`config.mk`:
```
export PLATFORM = sky130hd
export DESIGN_NAME = spi_host_mem_master
export DESIGN_NICKNAME = d
export VERILOG_FILES = /design/src/rtl/spi_host_pkg.sv /design/src/rtl/spi_host_clkgen.sv /design/src/rtl/spi_host_mem_master.sv
export SDC_FILE = /design/constraint.sdc
export NUM_CORES = 1
export LEC_CHECK = 0
export CAP_MARGIN = 5
export CORE_MARGIN = 8
export CORE_UTILIZATION = 40
export DETAILED_ROUTE_END_ITERATION = 16
export DONT_BUFFER_PORTS = 1
export PLACE_DENSITY = 0.52
export SETUP_SLACK_MARGIN = 0.5
export SYNTH_ARGS = -nofsm -noshare
export SYNTH_HDL_FRONTEND = slang
export SYNTH_HIERARCHICAL = 1
export SYNTH_SLANG_ARGS = --single-unit
```
`constraint.sdc`:
```
create_clock -name clk -period 4.5 [get_ports clk]
set_input_delay 0.9 -clock clk [delete_from_list [all_inputs] [get_ports clk]]
set_output_delay 0.9 -clock clk [all_outputs]
set_load 0.01 [all_outputs]
```
`src/rtl/spi_host_pkg.sv`:
```
// Shared types and frame lengths for the SPI memory host.
package spi_host_pkg;

    typedef enum logic [2:0] {
        IDLE, SETUP, CMD, ADDR, DUMMY, DATA, HOLD, GAP
    } state_t;

    localparam int CMD_LEN  = 8;
    localparam int ADDR_LEN = 32;
    localparam int DATA_LEN = 32;
    localparam int BIT_W    = 6;

    // Latched copy of an accepted request.
    typedef struct packed {
        logic        we;
        logic [31:0] addr;
        logic [31:0] wdata;
    } req_t;

endpackage

```
`src/rtl/spi_host_clkgen.sv`:
```
// SCK divider: each SCK half-period lasts CLK_DIV clk cycles.
// tick marks the last cycle of a half-period; rise_stb/fall_stb mark the
// cycle whose closing clk edge raises/lowers SCK. sample_stb is the first
// cycle SCK is high. With sck_en low the divider still ticks but SCK stays
// low, which lets the top time the low-only tail phases with the same counter.
module spi_host_clkgen #(
    parameter int CLK_DIV = 2
) (
    input  logic clk,
    input  logic rst_n,
    input  logic run,
    input  logic sck_en,
    output logic sck,
    output logic tick,
    output logic rise_stb,
    output logic fall_stb,
    output logic sample_stb
);

    localparam int DIV_W = $clog2(CLK_DIV + 1);
    localparam logic [DIV_W-1:0] DIV_LAST = DIV_W'(CLK_DIV - 1);

    logic [DIV_W-1:0] cnt;

    assign tick       = run && (cnt == DIV_LAST);
    assign rise_stb   = tick && !sck;
    assign fall_stb   = tick && sck;
    assign sample_stb = run && sck && (cnt == '0);

    // Half-period counter and SCK level; idle forces both back to zero.
    always_ff @(posedge clk or negedge rst_n) begin
        if (!rst_n) begin
            cnt <= '0;
            sck <= 1'b0;
        end else if (!run) begin
            cnt <= '0;
            sck <= 1'b0;
        end else if (tick) begin
            cnt <= '0;
            sck <= !sck && sck_en;
        end else begin
            cnt <= cnt + 1'b1;
        end
    end

endmodule

```
`src/rtl/spi_host_mem_master.sv`:
```
// SPI host issuing one 32-bit memory write or read per request.
// Frame: SETUP, CMD(8), ADDR(32), [DUMMY], DATA(32), HOLD, then csn-high GAP.
// A bit period is SCK high then low; phases advance on the rise_stb that
// closes a period, so every phase starts on a fresh divider count.
module spi_host_mem_master
    import spi_host_pkg::*;
#(
    parameter int          CLK_DIV      = 2,
    parameter int          DUMMY_CYCLES = 32,
    parameter logic [7:0]  CMD_WRITE    = 8'h02,
    parameter logic [7:0]  CMD_READ     = 8'h0B
) (
    input  logic        clk,
    input  logic        rst_n,
    input  logic        req_valid,
    output logic        req_ready,
    input  logic        req_we,
    input  logic [31:0] req_addr,
    input  logic [31:0] req_wdata,
    output logic        rsp_valid,
    output logic [31:0] rsp_rdata,
    output logic        spi_clk_o,
    output logic        spi_csn_o,
    output logic        spi_sdo_o,
    input  logic        spi_sdi_i
);

    localparam int DUMMY_LAST = (DUMMY_CYCLES == 0) ? 0 : DUMMY_CYCLES - 1;

    state_t             state, next;
    req_t               req_q;
    logic [BIT_W-1:0]   bit_cnt, last_bit;
    logic [31:0]        sh_out, sh_in;
    logic               handshake, phase_done;
    logic               run, sck_en, tick, rise_stb, fall_stb, sample_stb;

    assign handshake  = req_valid && req_ready;
    assign run        = (state != IDLE);
    // The rise that would open a 33rd data period is suppressed so HOLD starts low.
    assign sck_en     = (state inside {SETUP, CMD, ADDR, DUMMY, DATA}) &&
                        !(state == DATA && bit_cnt == BIT_W'(DATA_LEN - 1));
    assign phase_done = rise_stb && (bit_cnt == last_bit);
    assign spi_sdo_o  = sh_out[31];

    spi_host_clkgen #(.CLK_DIV(CLK_DIV)) u_clkgen (
        .clk        (clk),
        .rst_n      (rst_n),
        .run        (run),
        .sck_en     (sck_en),
        .sck        (spi_clk_o),
        .tick       (tick),
        .rise_stb   (rise_stb),
        .fall_stb   (fall_stb),
        .sample_stb (sample_stb)
    );

    // Index of the final bit period in the current phase.
    always_comb begin
        last_bit = BIT_W'(DATA_LEN - 1);
        case (state)
            CMD:     last_bit = BIT_W'(CMD_LEN - 1);
            ADDR:    last_bit = BIT_W'(ADDR_LEN - 1);
            DUMMY:   last_bit = BIT_W'(DUMMY_LAST);
            default: last_bit = BIT_W'(DATA_LEN - 1);
        endcase
    end

    // Next-state logic; writes and zero-dummy reads skip DUMMY.
    always_comb begin
        next = state;
        case (state)
            IDLE:  if (handshake)  next = SETUP;
            SETUP: if (rise_stb)   next = CMD;
            CMD:   if (phase_done) next = ADDR;
            ADDR:  if (phase_done) next = (req_q.we || DUMMY_CYCLES == 0) ? DATA : DUMMY;
            DUMMY: if (phase_done) next = DATA;
            DATA:  if (phase_done) next = HOLD;
            HOLD:  if (tick)       next = GAP;
            GAP:   if (tick)       next = IDLE;
            default:               next = IDLE;
        endcase
    end

    // State register.
    always_ff @(posedge clk or negedge rst_n) begin
        if (!rst_n) state <= IDLE;
        else        state <= next;
    end

    // Bit counter restarts on every phase change, counts closed periods.
    always_ff @(posedge clk or negedge rst_n) begin
        if (!rst_n)             bit_cnt <= '0;
        else if (next != state) bit_cnt <= '0;
        else if (rise_stb)      bit_cnt <= bit_cnt + 1'b1;
    end

    // Registered handshake and chip-select, both derived from the next state.
    always_ff @(posedge clk or negedge rst_n) begin
        if (!rst_n) begin
            req_ready <= 1'b0;
            spi_csn_o <= 1'b1;
        end else begin
            req_ready <= (next == IDLE);
            spi_csn_o <= (next == IDLE) || (next == GAP);
        end
    end

    // Request latch; later req_* activity is ignored until the next handshake.
    always_ff @(posedge clk or negedge rst_n) begin
        if (!rst_n)         req_q <= '0;
        else if (handshake) req_q <= '{we: req_we, addr: req_addr, wdata: req_wdata};
    end

    // MOSI shifter: loads the command at accept, the address after the last
    // command bit, write data (or zeros) after the last address bit. Shifting
    // in zeros keeps sdo low through DUMMY, read DATA and HOLD.
    always_ff @(posedge clk or negedge rst_n) begin
        if (!rst_n) begin
            sh_out <= '0;
        end else if (handshake) begin
            sh_out <= {(req_we ? CMD_WRITE : CMD_READ), 24'h0};
        end else if (fall_stb) begin
            if (state == CMD && bit_cnt == BIT_W'(CMD_LEN - 1))
                sh_out <= req_q.addr;
            else if (state == ADDR && bit_cnt == BIT_W'(ADDR_LEN - 1))
                sh_out <= req_q.we ? req_q.wdata : 32'h0;
            else
                sh_out <= {sh_out[30:0], 1'b0};
        end
    end

    // MISO shifter: one sample per DATA period, in the first SCK-high cycle.
    always_ff @(posedge clk or negedge rst_n) begin
        if (!rst_n)                           sh_in <= '0;
        else if (state == DATA && sample_stb) sh_in <= {sh_in[30:0], spi_sdi_i};
    end

    // Completion pulse in the first GAP cycle; rdata holds until the next one.
    always_ff @(posedge clk or negedge rst_n) begin
        if (!rst_n) begin
            rsp_valid <= 1'b0;
            rsp_rdata <= '0;
        end else begin
            rsp_valid <= (state == HOLD) && (next == GAP);
            if (state == HOLD && next == GAP)
                rsp_rdata <= req_q.we ? 32'h0 : sh_in;
        end
    end

endmodule
```
Word-level counts from Yosys, hierarchy flattened
Index checks and enable logic that the tools add are counted.
{ "word_totals": {"elab_cells": 77, "reg_bits": 176, "out_inout_bits": 37, "inputBits": 69} }
{ "op_classes": {"reduce_logical": 24, "eq_ne": 14, "mux": 24, "add_sub_neg": 2} }
{ "ops": {"columns": ["operator", "count"], "rows": [
  ["$mux 32", 6],
  ["$mux 3", 8],
  ["$pmux 3 s8", 1],
  ["$eq 3x3->1 const B", 5],
  ["$logic_and 1x1->1", 14],
  ["$mux 6", 2],
  ["$add 6x1->6 const B", 1],
  ["$eq 3x2->1 const B", 2],
  ["$eq 6x3->1 const B", 1],
  ["$eq 6x5->1 const B", 1],
  ["$eq 6x6->1", 1],
  ["$logic_not 3->1", 2],
  ["$mux 5", 1],
  ["$reduce_bool 5->1", 1],
  ["$mux 2", 2],
  ["$mux 4", 1],
  ["$reduce_bool 2->1", 2],
  ["$eq 3x1->1 const B", 1],
  ["$mux 1", 3],
  ["$ne 3x3->1", 1],
  ["$reduce_bool 3->1", 1],
  ["$add 2x1->2 const B", 1],
  ["$eq 2x1->1 const B", 1],
  ["$logic_not 1->1", 2],
  ["other kinds (3)", 3]
]} }

Longest topological paths before layout
{ "depth": {"depth_word": 8, "depth_mapped": 10, "ltp_nobuf": 8} }

Modules after synthesis
Netlist, hierarchy kept.
{ "by_module_without_submodules": {"columns": ["module", "area_each_um2", "cells_per_inst", "n_inst", "seq_area_each_um2"], "rows": [
  ["spi_host_mem_master", 7608.5, 614, 1, 4330.4],
  ["spi_host_clkgen", 143.9, 14, 1, 75.1]
]} }

Worst setup path before layout
No wires, ideal clock.
{ "synth_timing": {"path_kind": "register to register", "startpoint": "reg state[2]", "endpoint": "reg sh_out[24]", "arrival_ps": 2183, "path_stages_with_launch": 11, "setup_time_ps": 132, "n_path_buf": 2, "synth_period_minus_slack_ps": 2315, "slack_ps": 2185, "t_required_ps": 4368, "cell_sequence": "dfrtp_1 buf_2 or3_1 nand2_1 nor2_1 and2_1 a21boi_1 and4_1 buf_2 a221oi_1 o21ai_1"} }
{ "synth_between": {"elab_cells_between_ends": 12, "cone_classes": "eq/ne: 2; mux: 4; reduce/logical: 6"} }
{ "synth_lines": {"columns": ["element", "line", "text"], "rows": [
  ["from (decl)", "spi_host_mem_master.sv:30", "state_t state, next;"],
  ["from (signal assigned)", "spi_host_mem_master.sv:87", "else state <= next;"],
  ["$reduce_bool 3->1", "spi_host_mem_master.sv:38", "assign run = (state != IDLE);"],
  ["named net run", "spi_host_mem_master.sv:35", "logic run, sck_en, tick, rise_stb, fall_stb, sample_stb;"],
  ["$logic_and 1x1->1", "spi_host_clkgen.sv:25", "assign tick = run && (cnt == DIV_LAST);"],
  ["named net tick", "spi_host_mem_master.sv:35", null],
  ["$logic_and 1x1->1", "spi_host_clkgen.sv:27", "assign fall_stb = tick && sck;"],
  ["named net fall_stb", "spi_host_mem_master.sv:35", null],
  ["$reduce_bool 2->1 (no source line)", null, null],
  ["to (signal assigned)", "spi_host_mem_master.sv:121", "sh_out <= {(req_we ? CMD_WRITE : CMD_READ), 24'h0};"],
  ["to (signal assigned)", "spi_host_mem_master.sv:124", "sh_out <= req_q.addr;"],
  ["to (signal assigned)", "spi_host_mem_master.sv:126", "sh_out <= req_q.we ? req_q.wdata : 32'h0;"],
  ["to (decl)", "spi_host_mem_master.sv:33", "logic [31:0] sh_out, sh_in;"]
]} }
The timed path passes the listed nets, and every way through them passes these cells. The select of a mux whose other input is x is not followed.
A chain may end at the register's enable or synchronous reset.

Worst setup path after layout
{ "layout_timing": {"startpoint": "reg state[0]", "endpoint": "reg sh_out[27]"} }
Same word-level chain as after synthesis.

==> impl_metrics.tcl <==
set metrics [dict create \
    drt_wl_total_um 15500 \
    hold_viol_final 0 \
    clock_skew_ns 0.00525 \
    switching_power_mw 1.46 \
    fillers 1831 \
    syn_inst 628 \
    core-area_um2 19300 \
    postRouteAntennaNets 0 \
    ys_async_sr_fraction_pct 100 \
    rows 51 \
    synth.cell_area_um2 7750 \
    critical_path_required_ns 4.82 \
    crit_path_start "state[0]$_DFF_PN0_" \
    drt-vias-per-instance 5.13 \
    maxSlewHeadroom_pct 22.2 \
    fin_tns_setup_ns 0 \
    worst-path-max-fanout 18 \
    critPathArrivalTime_ns 3.48 \
    synth-main-ff-cell "dfrtp_1" \
    grt_pass1_wl_um 26200 \
    first_global_vias 4873 \
    synth_common_cells "175 x dfrtp_1, 67 x mux2_2, 63 x o21ai_1" \
    ys_seq_elements 176 \
    area_growth_pct 9.62 \
    period_share_pct 70.2 \
    ys_types 59 \
    drc 0 \
    antenna_found_initial 8 \
    root_buffer "clkbuf_16" \
    drtIter0Drc 314 \
    ys_top_cells_by_area "dfrtp_1 56%, mux2_2 9.7%, mux2_1 4.4%, mux2i_1 4.1%, o21ai_1 4.1%" \
    status "completed" \
    startpoint_type "flip-flop" \
    clk_latency_ns 0.41 \
    clockBufferDepth 2 \
    layout-drive-gt1-share_pct 18.5 \
    total_power_mw 5.08 \
    swShare_pct 28.8 \
    cts_tree "yes" \
    holdCritPathClass "in2async" \
    clkTransAtPathRegs_ns 0.06 \
    power_density_nw_per_um2 598 \
    hpwl_um 10200 \
    drv_slew 0 \
    post-cts-setup-buffers 0 \
    synth_sequential_area_ratio_pct 56.8 \
    clkSinkCount 176 \
    p_comb_share_pct 22.5 \
    dieArea_um2 24100 \
    cts_resized 0 \
    clock.fmax_ghz 0.316 \
    synth_top_area_share_pct 56.5 \
    initial_utilization_pct 40.2 \
    max-vdd-ir-drop_uv 298 \
    io_pins 106 \
    gp_congestion 0.735 \
    critPathKind "reg2reg" \
    globalRouteOverflowTotal 0 \
    min_period_ns 3.16 \
    io_buffers 0 \
    end_kind "flip-flop" \
    p_int_mw 3.62 \
    reg2reg_from "state[0]$_DFF_PN0_" \
    wl_per_cell_um 17.4 \
    layout.nets 678 \
    yosys.area.top_type "dfrtp_1" \
    synth.most_common_cell "dfrtp_1" \
    grt_max_degree 177 \
    die_h_um 155 \
    avgSynthCellArea_um2 12.3 \
    num_vias 4555 \
    final_util_pct 44.1 \
    grt_util_all_layers_pct 13.7 \
    first_pass_iters 5 \
    syn_nets 698 \
    worst_pin_slew_ns 1.16 \
    ys_warn_count 6 \
    clkPwrFrac_pct 30.4 \
    cap_viol_max_count 0 \
    synth-edff-count 0 \
    finalSetupViolations 0 \
    p_seq_share_pct 47.2 \
    rsz0062_at_grt "no" \
    numCtsBuffers 17 \
    htreeDepth 4 \
    p_leak_nw 3.56 \
    hold_buffers 0 \
    die_w_um 155 \
]
## worst max-delay path, cell delays in order (launching register included)
cell	delay, ns
dfrtp_1	0.69
or3_1	0.28
nand2_1	0.09
nor2_1	0.32
and2_1	0.31
a21boi_1	0.23
and4_1	0.60
buf_4	0.34
a221oi_1	0.11
o21ai_1	0.09
## registers in the layout, summed over array words and instances, names as in the netlist
name / cells
u_clkgen/cnt: 2
rsp_valid: 1
rsp_rdata: 32
sh_out: 32
state: 3
sh_in: 32
req_q: 65
spi_csn_o: 1
req_ready: 1
bit_cnt: 6
u_clkgen/sck: 1
## final timing paths
check	end	slack, ns	cells after the start
min	rsp_rdata[25]$_DFFE_PN0P_	0.18	0
max	sh_out[27]$_DFFE_PN0P_	1.34	9
max in group asynchronous	spi_csn_o$_DFF_PN1_	3.90	0
min reg2reg	req_q[31]$_DFFE_PN0P_	0.50	1
min in group clk	req_q[31]$_DFFE_PN0P_	0.50	1
max reg2reg	sh_out[27]$_DFFE_PN0P_	1.34	9
## layout by cell type (no fill, tap or decap), drive strengths merged, types with 2 or more instances in the layout
cell	instances
diode	3
xnor2	2
o211ai	2
nand4b	3
or2	2
xor2	3
dfrtp	175
nand2	40
and4	2
mux2i	33
a211oi	4
nor2	11
clkinvlp	3
nand2b	34
buf	4
o22ai	3
a221oi	2
nor2b	2
and2	34
clkbuf	22
a21boi	2
o21bai	2
a22oi	28
o21ai	67
and3b	2
inv	5
a21oi	3
a31oi	3
nand4	3
bufinv	4
nand3	6
mux2	97
## logic make-up (layout without fill, tap and decap cells)
kind of cell / after synthesis / in the layout / synth area share (%)
other: 0 / 3 / 0
adder cells (fa/ha/maj): 1 / 1 / 0.161
flip-flops: 176 / 176 / 56.8
AO/OA/AOI/OAI: 123 / 123 / 9.94
XOR/XNOR: 5 / 5 / 0.565
AND/OR/NAND/NOR: 146 / 146 / 10.7
buffers and inverters: 47 / 39 / 3.44
multiplexers: 130 / 130 / 18.4
## per-stage QoR
step,hold slack (ns),worst slack (ns),area (µm²),instances
2_1_floorplan,0.472,2.19,7750,628
3_3_place_gp,0.482,1.55,7870,854
3_5_place_dp,0.489,1.33,7870,854
4_1_cts,0.157,1.32,8490,885
5_1_grt,0.144,1.02,8500,888
6_report,0.179,1.34,8500,888
## power groups by stage
stage	logic [mW]	clock network [mW]	registers (mW)
2_1_floorplan	1.07	0	2.22
4_1_cts	1.16	1.59	2.41
3_3_place_gp	1.10	0	2.42
6_report	1.14	1.54	2.40
3_5_place_dp	1.16	0	2.44
5_1_grt	1.29	1.67	2.48
## area by class of cell
| type | instances | area [µm²] | share of cell area [%] |
|---|---|---|---|
| Antenna cell | 3 | 7.51 | 0.0883 |
| Clock buffer | 22 | 464 | 5.46 |
| Clock inverter | 9 | 156 | 1.84 |
| Inverter | 4 | 15.0 | 0.177 |
| Multi-Input combinational cell | 405 | 3090 | 36.3 |
| Sequential cell | 176 | 4410 | 51.9 |
| Tap cell | 265 | 332 | 3.90 |
| Timing Repair Buffer | 4 | 30.0 | 0.353 |
## metal layers
metal | global-route usage (%) | wire length, µm | part of all wire [%] | vias to the layer above
met3 | 5.33 | 1110 | 7.2 | 25
met5 | 0 | 70 | 0.45 | -
met1 | 16.3 | 6530 | 42 | 2231
met2 | 22.0 | 7530 | 49 | 103
li1 | - | - | - | 2186
met4 | 5.27 | 212 | 1.4 | 10
Power figures use the tool's default switching activity.
